<file path="src/rtl/mac_unit.sv">
// Signed multiply-accumulate unit with saturating accumulator and a sticky
// overflow flag. One full-precision product is added per cycle while run is
// high; clr zeroes the accumulator and flag synchronously, rst_n asynchronously.
module mac_unit #(
    parameter int DATA_WIDTH  = 8,
    parameter int ACCUM_WIDTH = 2 * DATA_WIDTH
) (
    input  logic                          clk,
    input  logic                          rst_n,
    input  logic                          clr,
    input  logic                          run,
    input  logic signed [DATA_WIDTH-1:0]  in1,
    input  logic signed [DATA_WIDTH-1:0]  in2,
    output logic signed [ACCUM_WIDTH-1:0] total,
    output logic                          err
);

    localparam int PROD_WIDTH = 2 * DATA_WIDTH;

    // Saturation limits of the signed accumulator.
    localparam logic signed [ACCUM_WIDTH-1:0] MAX_VAL = {1'b0, {(ACCUM_WIDTH-1){1'b1}}};
    localparam logic signed [ACCUM_WIDTH-1:0] MIN_VAL = {1'b1, {(ACCUM_WIDTH-1){1'b0}}};

    logic signed [PROD_WIDTH-1:0]  product;
    logic signed [ACCUM_WIDTH-1:0] product_ext;
    logic        [ACCUM_WIDTH:0]   sum_wide;
    logic                          pos_ovf;
    logic                          neg_ovf;
    logic signed [ACCUM_WIDTH-1:0] next_total;

    // Full-precision product, sign-extended, then added one bit wider than the
    // accumulator so the true sign of the sum is still visible for saturation.
    always_comb begin
        product     = PROD_WIDTH'(in1) * PROD_WIDTH'(in2);
        product_ext = ACCUM_WIDTH'(product);
        sum_wide    = {total[ACCUM_WIDTH-1], total}
                    + {product_ext[ACCUM_WIDTH-1], product_ext};
        // The extra top bit is the real sign; disagreement with the accumulator
        // sign bit means the result does not fit in ACCUM_WIDTH bits.
        pos_ovf     = ~sum_wide[ACCUM_WIDTH] &  sum_wide[ACCUM_WIDTH-1];
        neg_ovf     =  sum_wide[ACCUM_WIDTH] & ~sum_wide[ACCUM_WIDTH-1];
        next_total  = sum_wide[ACCUM_WIDTH-1:0];
        if (pos_ovf) begin
            next_total = MAX_VAL;
        end else if (neg_ovf) begin
            next_total = MIN_VAL;
        end
    end

    // Accumulator and sticky error register; clr outranks run, reset outranks all.
    always_ff @(posedge clk or negedge rst_n) begin
        if (!rst_n) begin
            total <= '0;
            err   <= 1'b0;
        end else if (clr) begin
            total <= '0;
            err   <= 1'b0;
        end else if (run) begin
            total <= next_total;
            err   <= err | pos_ovf | neg_ovf;
        end
    end

endmodule

</file>
<file path="config.mk">
export PLATFORM = sky130hd
export DESIGN_NAME = mac_unit
export DESIGN_NICKNAME = d
export VERILOG_FILES = /design/src/rtl/mac_unit.sv
export SDC_FILE = /design/constraint.sdc
export NUM_CORES = 1
export LEC_CHECK = 0
export CAP_MARGIN = 20
export CORE_MARGIN = 3
export CORE_UTILIZATION = 34
export DETAILED_ROUTE_END_ITERATION = 10
export GPL_ROUTABILITY_DRIVEN = 0
export PLACE_DENSITY = 0.62
export SLEW_MARGIN = 5
export SYNTH_ARGS = -nofsm -noshare
export SYNTH_HDL_FRONTEND = slang
export SYNTH_SLANG_ARGS = --single-unit
</file>
<file path="constraint.sdc">
create_clock -name clk -period 10.3 [get_ports clk]
set_input_delay 2.06 -clock clk [delete_from_list [all_inputs] [get_ports clk]]
set_output_delay 2.06 -clock clk [all_outputs]
set_load 0.02 [all_outputs]
</file>
==> results of run 1 <==
-- stage by stage --
stage / hold slack [ns] / instances
2_1_floorplan: 0.6264 / 393
3_3_place_gp: 0.5096 / 563
3_5_place_dp: 0.5117 / 563
4_1_cts: 0.5406 / 567
5_1_grt: 0.5780 / 567
6_report: 0.5353 / 567
-- worst reg2reg max path: stages, from the launching register on --
cell	delay, ns
dfrtp_1	0.40
inv_1	0.09
fa_1	0.53
inv_1	0.05
fa_1	0.49
inv_1	0.05
fa_1	0.53
inv_1	0.05
fa_1	0.44
fa_1	0.44
ha_1	0.36
o21a_1	0.21
o31a_1	0.16
o31ai_4	0.23
o21ai_2	0.14
xnor2_4	0.48
a21oi_1	0.26
a211oi_1	0.27
-- layout make-up --
class | count | area [µm²]
Fill cell | 1078 | 6535
Multi-Input combinational cell | 287 | 3093
Sequential cell | 17 | 425.4
Timing Repair Buffer | 37 | 367.9
Inverter | 82 | 307.8
Tap cell | 140 | 175.2
Clock buffer | 4 | 78.83
-- registers in the layout (all words and copies together) (netlist names) --
| name | cells |
|---|---|
| err | 1 |
| total | 16 |
-- final timing paths --
kind | startpoint | endpoint | cells after the start
min reg2reg | err$_DFFE_PN0P_ | err$_DFFE_PN0P_ | 1
min | err$_DFFE_PN0P_ | err$_DFFE_PN0P_ | 1
min in group asynchronous | rst_n | total[0]$_DFFE_PN0P_ | 1
max | in2[0] | total[14]$_DFFE_PN0P_ | 17
max reg2reg | total[6]$_DFFE_PN0P_ | total[14]$_DFFE_PN0P_ | 17
max in group asynchronous | rst_n | total[13]$_DFFE_PN0P_ | 1
-- layer usage --
layer | global-route usage | share of wire | vias to the layer above
met1 | 0.2058 | 0.48 | 1416
met2 | 0.2449 | 0.49 | 32
li1 | - | - | 1306
met3 | 0.009704 | 0.016 | 7
met5 | 0 | 0 | -
met4 | 0.02244 | 0.0086 | 0
-- logic make-up (layout without fill, tap and decap cells) --
group | count (synthesis) | in the layout | share of synthesized area
AOI/OAI and AO/OA | 58 | 58 | 0.1082
xor gates and xnor gates | 17 | 17 | 0.04341
adders and majority gates | 119 | 119 | 0.5306
buffers and inverters | 89 | 123 | 0.08908
DFF | 17 | 17 | 0.1101
and+or+nand+nor | 93 | 93 | 0.1186
-- cells in the final DEF (no fill, tap or decap), types with 4 or more instances in the layout --
cell type	Yosys	routed
a211oi_1	12	12
a21oi_1	11	11
a22o_1	5	5
and2_1	32	32
clkdlybuf4s50_1	0	36
dfrtp_1	17	17
fa_1	76	76
ha_1	39	39
inv_1	81	81
maj3_1	4	4
nand2_1	26	26
nor2_1	22	22
nor4_1	4	4
o21ai_0	5	5
o21ai_1	7	7
o21bai_1	4	4
xnor2_1	14	14
==> impl_results.rst, run 1 <==
.. list-table::
   :header-rows: 1

   * - Metric
     - Value
   * - Run status
     - finished, final reports clean
   * - Cell type contributing the most total cell area after synthesis
     - fa_1
   * - Area enclosed by the die boundary
     - 0.01268 mm²
   * - Number of buffers inserted by hold repair at cts
     - 0
   * - Largest fanout on the critical path
     - 19
   * - Cell with the largest stage delay on the worst path
     - clkdlybuf4s50_1
   * - Ports placed on the boundary
     - 37
   * - Pins Over Slew Limit
     - 0
   * - Place WS
     - 2.166 ns
   * - Final design utilization
     - 0.4050
   * - Unrepaired setup endpoints after global routing
     - no
   * - Clock insertion delay at the later pin of the skew report
     - 0.25 ns
   * - Wire length of the first global-routing pass
     - 15.06 mm
   * - Worst stage delay on the critical path
     - 0.63 ns
   * - Total negative slack for setup checks
     - 0 ns
   * - Root buffer selected by CTS
     - clkbuf_16
   * - DIE WIDTH
     - about 110 µm
   * - Via/cell ratio
     - 4.869
   * - Total number of clock tree sinks
     - 17
   * - Layout cell share with drive strength beyond 1
     - 0.03044
   * - Max-cap violation count
     - 0
   * - Global route total overflow
     - 0
   * - Crit-path cells
     - clkdlybuf4s50_1 -> and2_1 -> inv_1 -> fa_1 -> inv_1 -> fa_1 -> fa_1 -> fa_1 -> fa_1 -> ha_1 -> o21a_1 -> o31a_1 -> o31ai_4 -> o21ai_2 -> xnor2_4 -> a21oi_1 -> a211oi_1
   * - Global-route usage over all layers
     - 0.1437
   * - Post_cts resized
     - 0
   * - Final wirelength
     - 8.330 mm
   * - Post-detailed-placement cell area
     - 0.004369 mm²
   * - Area fraction of the dominant cell type after synthesis
     - 0.3939
   * - Setup WS post-layout
     - 2.418 ns
   * - Area of the mapped netlist
     - 0.003862 mm²
   * - Post-detailed-route count of antenna-violating nets
     - 0
   * - Post-detailed-route wirelength per cell
     - 14.69 µm
   * - Number of DRC violations after detailed-routing iteration 0
     - 71
   * - Setup slack of the most critical reg-to-reg path
     - about 5.0 ns
   * - Total number of placement rows
     - 38
   * - Dominant synthesized flop cell
     - dfrtp_1
   * - Number of instances in the synthesized netlist
     - 393
   * - Required @ worst endpoint
     - 10.45 ns
   * - Initial DRT Pass Iterations
     - 5
   * - Sequential element share of the synthesized area
     - 0.1101
   * - Synth top cells by count
     - inv_1 (81), fa_1 (76), ha_1 (39)
   * - Most prevalent standard cell on the critical path
     - fa_1
   * - HPWL after DPL
     - 7.418 mm
   * - Pin count of the biggest net entering global routing
     - 22
   * - Worst Setup End Kind
     - flop
   * - Number of distinct library cells after synthesis
     - 37
   * - Clock input transition at the sequential cells of the worst setup and hold paths
     - 0.05 ns
   * - Initial standard-cell utilization of the core
     - 0.3517
   * - Overall via count from detail_route
     - between 2000 and 3000
   * - DRC Markers
     - 0
   * - Final hold violation count
     - 0
   * - Average cell area after synthesis
     - between 9 and 10 µm²
   * - Category of the critical setup timing path
     - input pin to flop
   * - Number of enable-type register cells in the synthesized netlist
     - 0
   * - Syn Nets
     - between 500 and 600
   * - Slew of the pin with the lowest slew margin
     - 0.7381 ns
   * - Post-CTS setup buffer count
     - 0
   * - Cell area after layout
     - 0.004448 mm²
   * - Share of synthesized registers carrying an async set or reset
     - 1.000
   * - Number of I/O port buffers
     - 36
   * - Number of antenna violations at the first check in global routing
     - 0
   * - Classification of the worst-slack hold path
     - flop to flop
   * - Antenna Diode Count
     - 0
   * - Maximum buffer depth of the clock tree
     - 2
   * - Max-slew headroom at the worst pin
     - 0.5064
   * - Family of cells with the greatest summed delay on the critical path
     - adder cells
   * - Core Region
     - 0.01098 mm²
   * - Post-layout min period
     - 7.882 ns
   * - Startpoint kind of the worst setup timing path
     - input pin
   * - Highest clock frequency the design can meet
     - 126.9 MHz
   * - Total CTS buffers
     - 3
   * - Worst Skew
     - between 0.0015 and 0.002 ns
   * - Number of synthesized register bits
     - 17
   * - H-tree levels
     - 1
   * - Crit path buffers/inverters
     - 3
   * - Area Growth Syn to Fin
     - 15.16%
   * - CTS tree
     - yes
   * - Final setup violation count
     - 0
   * - Top area cells in the synthesized netlist
     - fa_1 (39%), ha_1 (13%), dfrtp_1 (11%), inv_1 (7.9%), and2_1 (5.2%)
   * - Period utilization
     - 0.7652
   * - Most common cell in the netlist
     - inv_1
   * - Via count of the first global-routing pass
     - 3052
   * - Count of warnings emitted by yosys
     - 0
   * - Fin nets
     - 563
   * - Vert. Die Dim
     - between 100 and 150 µm
   * - WP data arrival
     - 8.03 ns
Power of run 1 is left out: the tool's default activity adds up to more than one toggle a clock period on the data nets, which glitch-free logic cannot reach.
==> run 2: changes to the inputs <==
--- a/config.mk
+++ b/config.mk
@@ -10,7 +10,7 @@
 export CORE_UTILIZATION = 34
 export DETAILED_ROUTE_END_ITERATION = 10
 export GPL_ROUTABILITY_DRIVEN = 0
-export PLACE_DENSITY = 0.62
+export PLACE_DENSITY = 0.64
 export SLEW_MARGIN = 5
 export SYNTH_ARGS = -nofsm -noshare
 export SYNTH_HDL_FRONTEND = slang
==> constraint.sdc (replaced) <==
create_clock -name clk -period 6.5 [get_ports clk]
set_input_delay 1.3 -clock clk [delete_from_list [all_inputs] [get_ports clk]]
set_output_delay 1.3 -clock clk [all_outputs]
set_load 0.02 [all_outputs]
==> run 2 against run 1 <==
  * Cell area up 9.9%
  * Non-clock buffer count increased by 50
  * Die area is the same
  * Flip-flop and latch count unchanged
  * Clock-buffer cell count is 1 lower
  * First-iteration DRC count rose by 58%
  * Sequential share of layout area fell by 0.86 points
  * Critical path type unchanged
  * Critical endpoint is now total[7]$_DFFE_PN0P_
==> impl_results.rst, run 2 (synthesized netlist as in run 1, its figures left out) <==
.. list-table::
   :header-rows: 1

   * - Metric
     - Value
   * - Run status
     - finished, final reports clean
   * - Post-layout min period
     - approximately 6.3 ns
   * - Startpoint kind of the worst setup timing path
     - input pin
   * - Flip-flop count of the largest register after layout
     - 16
   * - Worst Setup End Kind
     - flop
   * - Required @ worst endpoint
     - 6.64 ns
   * - Number of placed instances, taps included
     - between 600 and 700
   * - Hold Crit Depth
     - 1
   * - Root buffer selected by CTS
     - clkbuf_16
   * - WP data arrival
     - 6.43 ns
   * - Total number of placement rows
     - 38
   * - Setup slack of the most critical reg-to-reg path
     - 1.44 ns
   * - Number of DRC violations after detailed-routing iteration 0
     - between 100 and 150
   * - Via/cell ratio
     - 4.783
   * - DRC Markers
     - 0
   * - Ports placed on the boundary
     - 37
   * - Category of the critical setup timing path
     - input pin to flop
   * - Pins Over Slew Limit
     - 0
   * - DIE WIDTH
     - ~110 µm
   * - H-tree levels
     - 1
   * - Largest fanout on the critical path
     - 15
   * - Final design utilization
     - 0.4450
   * - Initial DRT Pass Iterations
     - 4
   * - Maximum buffer depth of the clock tree
     - 2
   * - Startpoint of the worst-slack reg-to-reg timing path
     - total[6]$_DFFE_PN0P_
   * - Total number of clock tree sinks
     - 17
   * - Leading cell type in the layout, fill and taps excluded
     - inv_1
   * - Min-Delay Startpoint
     - err$_DFFE_PN0P_
   * - Via count of the first global-routing pass
     - 3167
   * - Post-detailed-route wirelength per cell
     - 14.10 µm
   * - Max-slew headroom at the worst pin
     - 0.4674
   * - Worst Skew
     - 0.004145 ns
   * - Setup WS post-layout
     - between 0.2 and 0.25 ns
   * - Worst reg2reg endpoint
     - total[4]$_DFFE_PN0P_
   * - Max-cap violation count
     - 0
   * - Worst Reg-to-Reg Cells
     - 18
   * - Global-route usage over all layers
     - 0.1464
   * - Number of antenna violations at the first check in global routing
     - 0
   * - Largest registers ranked by flip-flop count
     - total x16, err x1
   * - Final wirelength
     - 8.716 mm
   * - Wire length of the first global-routing pass
     - 15.25 mm
   * - Global route total overflow
     - 0
   * - CTS tree
     - yes
   * - Place WS
     - -0.2253 ns
   * - Fin nets
     - 614
   * - Area Growth Syn to Fin
     - 26.53%
   * - Total CTS buffers
     - 3
   * - Overall via count from detail_route
     - ~3000
   * - Final hold violation count
     - 0
   * - Area enclosed by the die boundary
     - 0.01268 mm²
   * - Top register by number of flip-flops
     - total
   * - Classification of the worst-slack hold path
     - flop to flop
   * - Clock input transition at the sequential cells of the worst setup and hold paths
     - 0.05 ns
   * - Storage cell area
     - ~430 µm²
   * - Initial standard-cell utilization of the core
     - 0.3517
   * - Pin count of the biggest net entering global routing
     - 18
   * - HPWL after DPL
     - 7.860 mm
   * - Final setup violation count
     - 0
   * - Clock insertion delay at the later pin of the skew report
     - 0.25 ns
   * - Slew of the pin with the lowest slew margin
     - 0.7965 ns
   * - Vert. Die Dim
     - 112.6 µm
   * - Capture endpoint of the worst hold path
     - err$_DFFE_PN0P_
   * - Post-detailed-route count of antenna-violating nets
     - 0
   * - Core Region
     - 0.01098 mm²
   * - Multi-input gate area
     - between 0.003 and 0.004 mm²
   * - Period utilization
     - 0.9686
   * - Most frequent cells in the layout
     - inv_1 (81), fa_1 (75), buf_4 (50)
   * - Layout cell share with drive strength beyond 1
     - 0.1485
   * - Fill cells
     - 1017
   * - Antenna Diode Count
     - 0
   * - Final std cells w/o fill
     - 618
   * - Number of I/O port buffers
     - 36
   * - Number of buffers inserted by hold repair at cts
     - 0
   * - Highest clock frequency the design can meet
     - 158.8 MHz
run 2: worst max-delay path by stage:
stage                       from                    end  slack (ns)  cells after the start
after floorplan           in2[0]   total[6]$_DFFE_PN0P_        0.34                     16
after global placement    in1[7]  total[13]$_DFFE_PN0P_       -0.13                     16
after detailed placement  in1[7]   total[7]$_DFFE_PN0P_       -0.23                     17
after CTS                 in2[0]   total[1]$_DFFE_PN0P_        0.09                     19
after global routing      in2[0]   total[9]$_DFFE_PN0P_       -0.03                     21
final                     in1[7]   total[7]$_DFFE_PN0P_        0.20                     21
run 2: final cells by class:
| cell class | count | share of cell area |
|---|---|---|
| Clock inverter | 1 | 0.001024 |
| Clock buffer | 3 | 0.01536 |
| Timing Repair Buffer | 87 | 0.1551 |
| Inverter | 82 | 0.06298 |
| Tap cell | 140 | 0.03584 |
| Multi-Input combinational cell | 288 | 0.6426 |
| Sequential cell | 17 | 0.08705 |
run 2: critical path: stages:
cell             delay, ns
clkdlybuf4s50_1       0.46
buf_4                 0.19
and2_4                0.20
buf_4                 0.15
fa_1                  0.40
fa_1                  0.54
inv_1                 0.05
fa_1                  0.52
inv_1                 0.05
fa_1                  0.43
ha_1                  0.30
ha_1                  0.33
nand2_1               0.08
nor2_1                0.04
a211oi_1              0.28
o21ai_2               0.10
xor2_1                0.17
buf_4                 0.16
buf_12                0.14
maj3_1                0.35
a22o_1                0.19
run 2: routing by layer:
layer,vias up,GRT usage,routed length [µm]
met3,12,0.01563,198
li1,1420,-,-
met1,1480,0.1990,3991
met4,0,0.02885,102
met2,44,0.2543,4423
met5,-,0,0
run 2: what timing repair did:
item                                    CTS  global route
endpoints found under the setup margin    1            16
hold endpoints to repair                  0             0
cloned                                    0             1
pin swaps                                 0             5
buffers inserted                          0             2
gates resized for setup                   1            12
run 2: through the flow:
| stage | cell area (µm²) | hold WS, ns | TNS [ns] |
|---|---|---|---|
| floorplan | 3862 | 0.6264 | 0 |
| global placement | 4742 | 0.5087 | -1.666 |
| detailed placement | 4742 | 0.5234 | -2.948 |
| CTS | 4823 | 0.5434 | 0 |
| global route | 4887 | 0.5476 | -0.08093 |
| finish | 4887 | 0.5449 | 0 |
Power of run 2 is left out for the same reason.
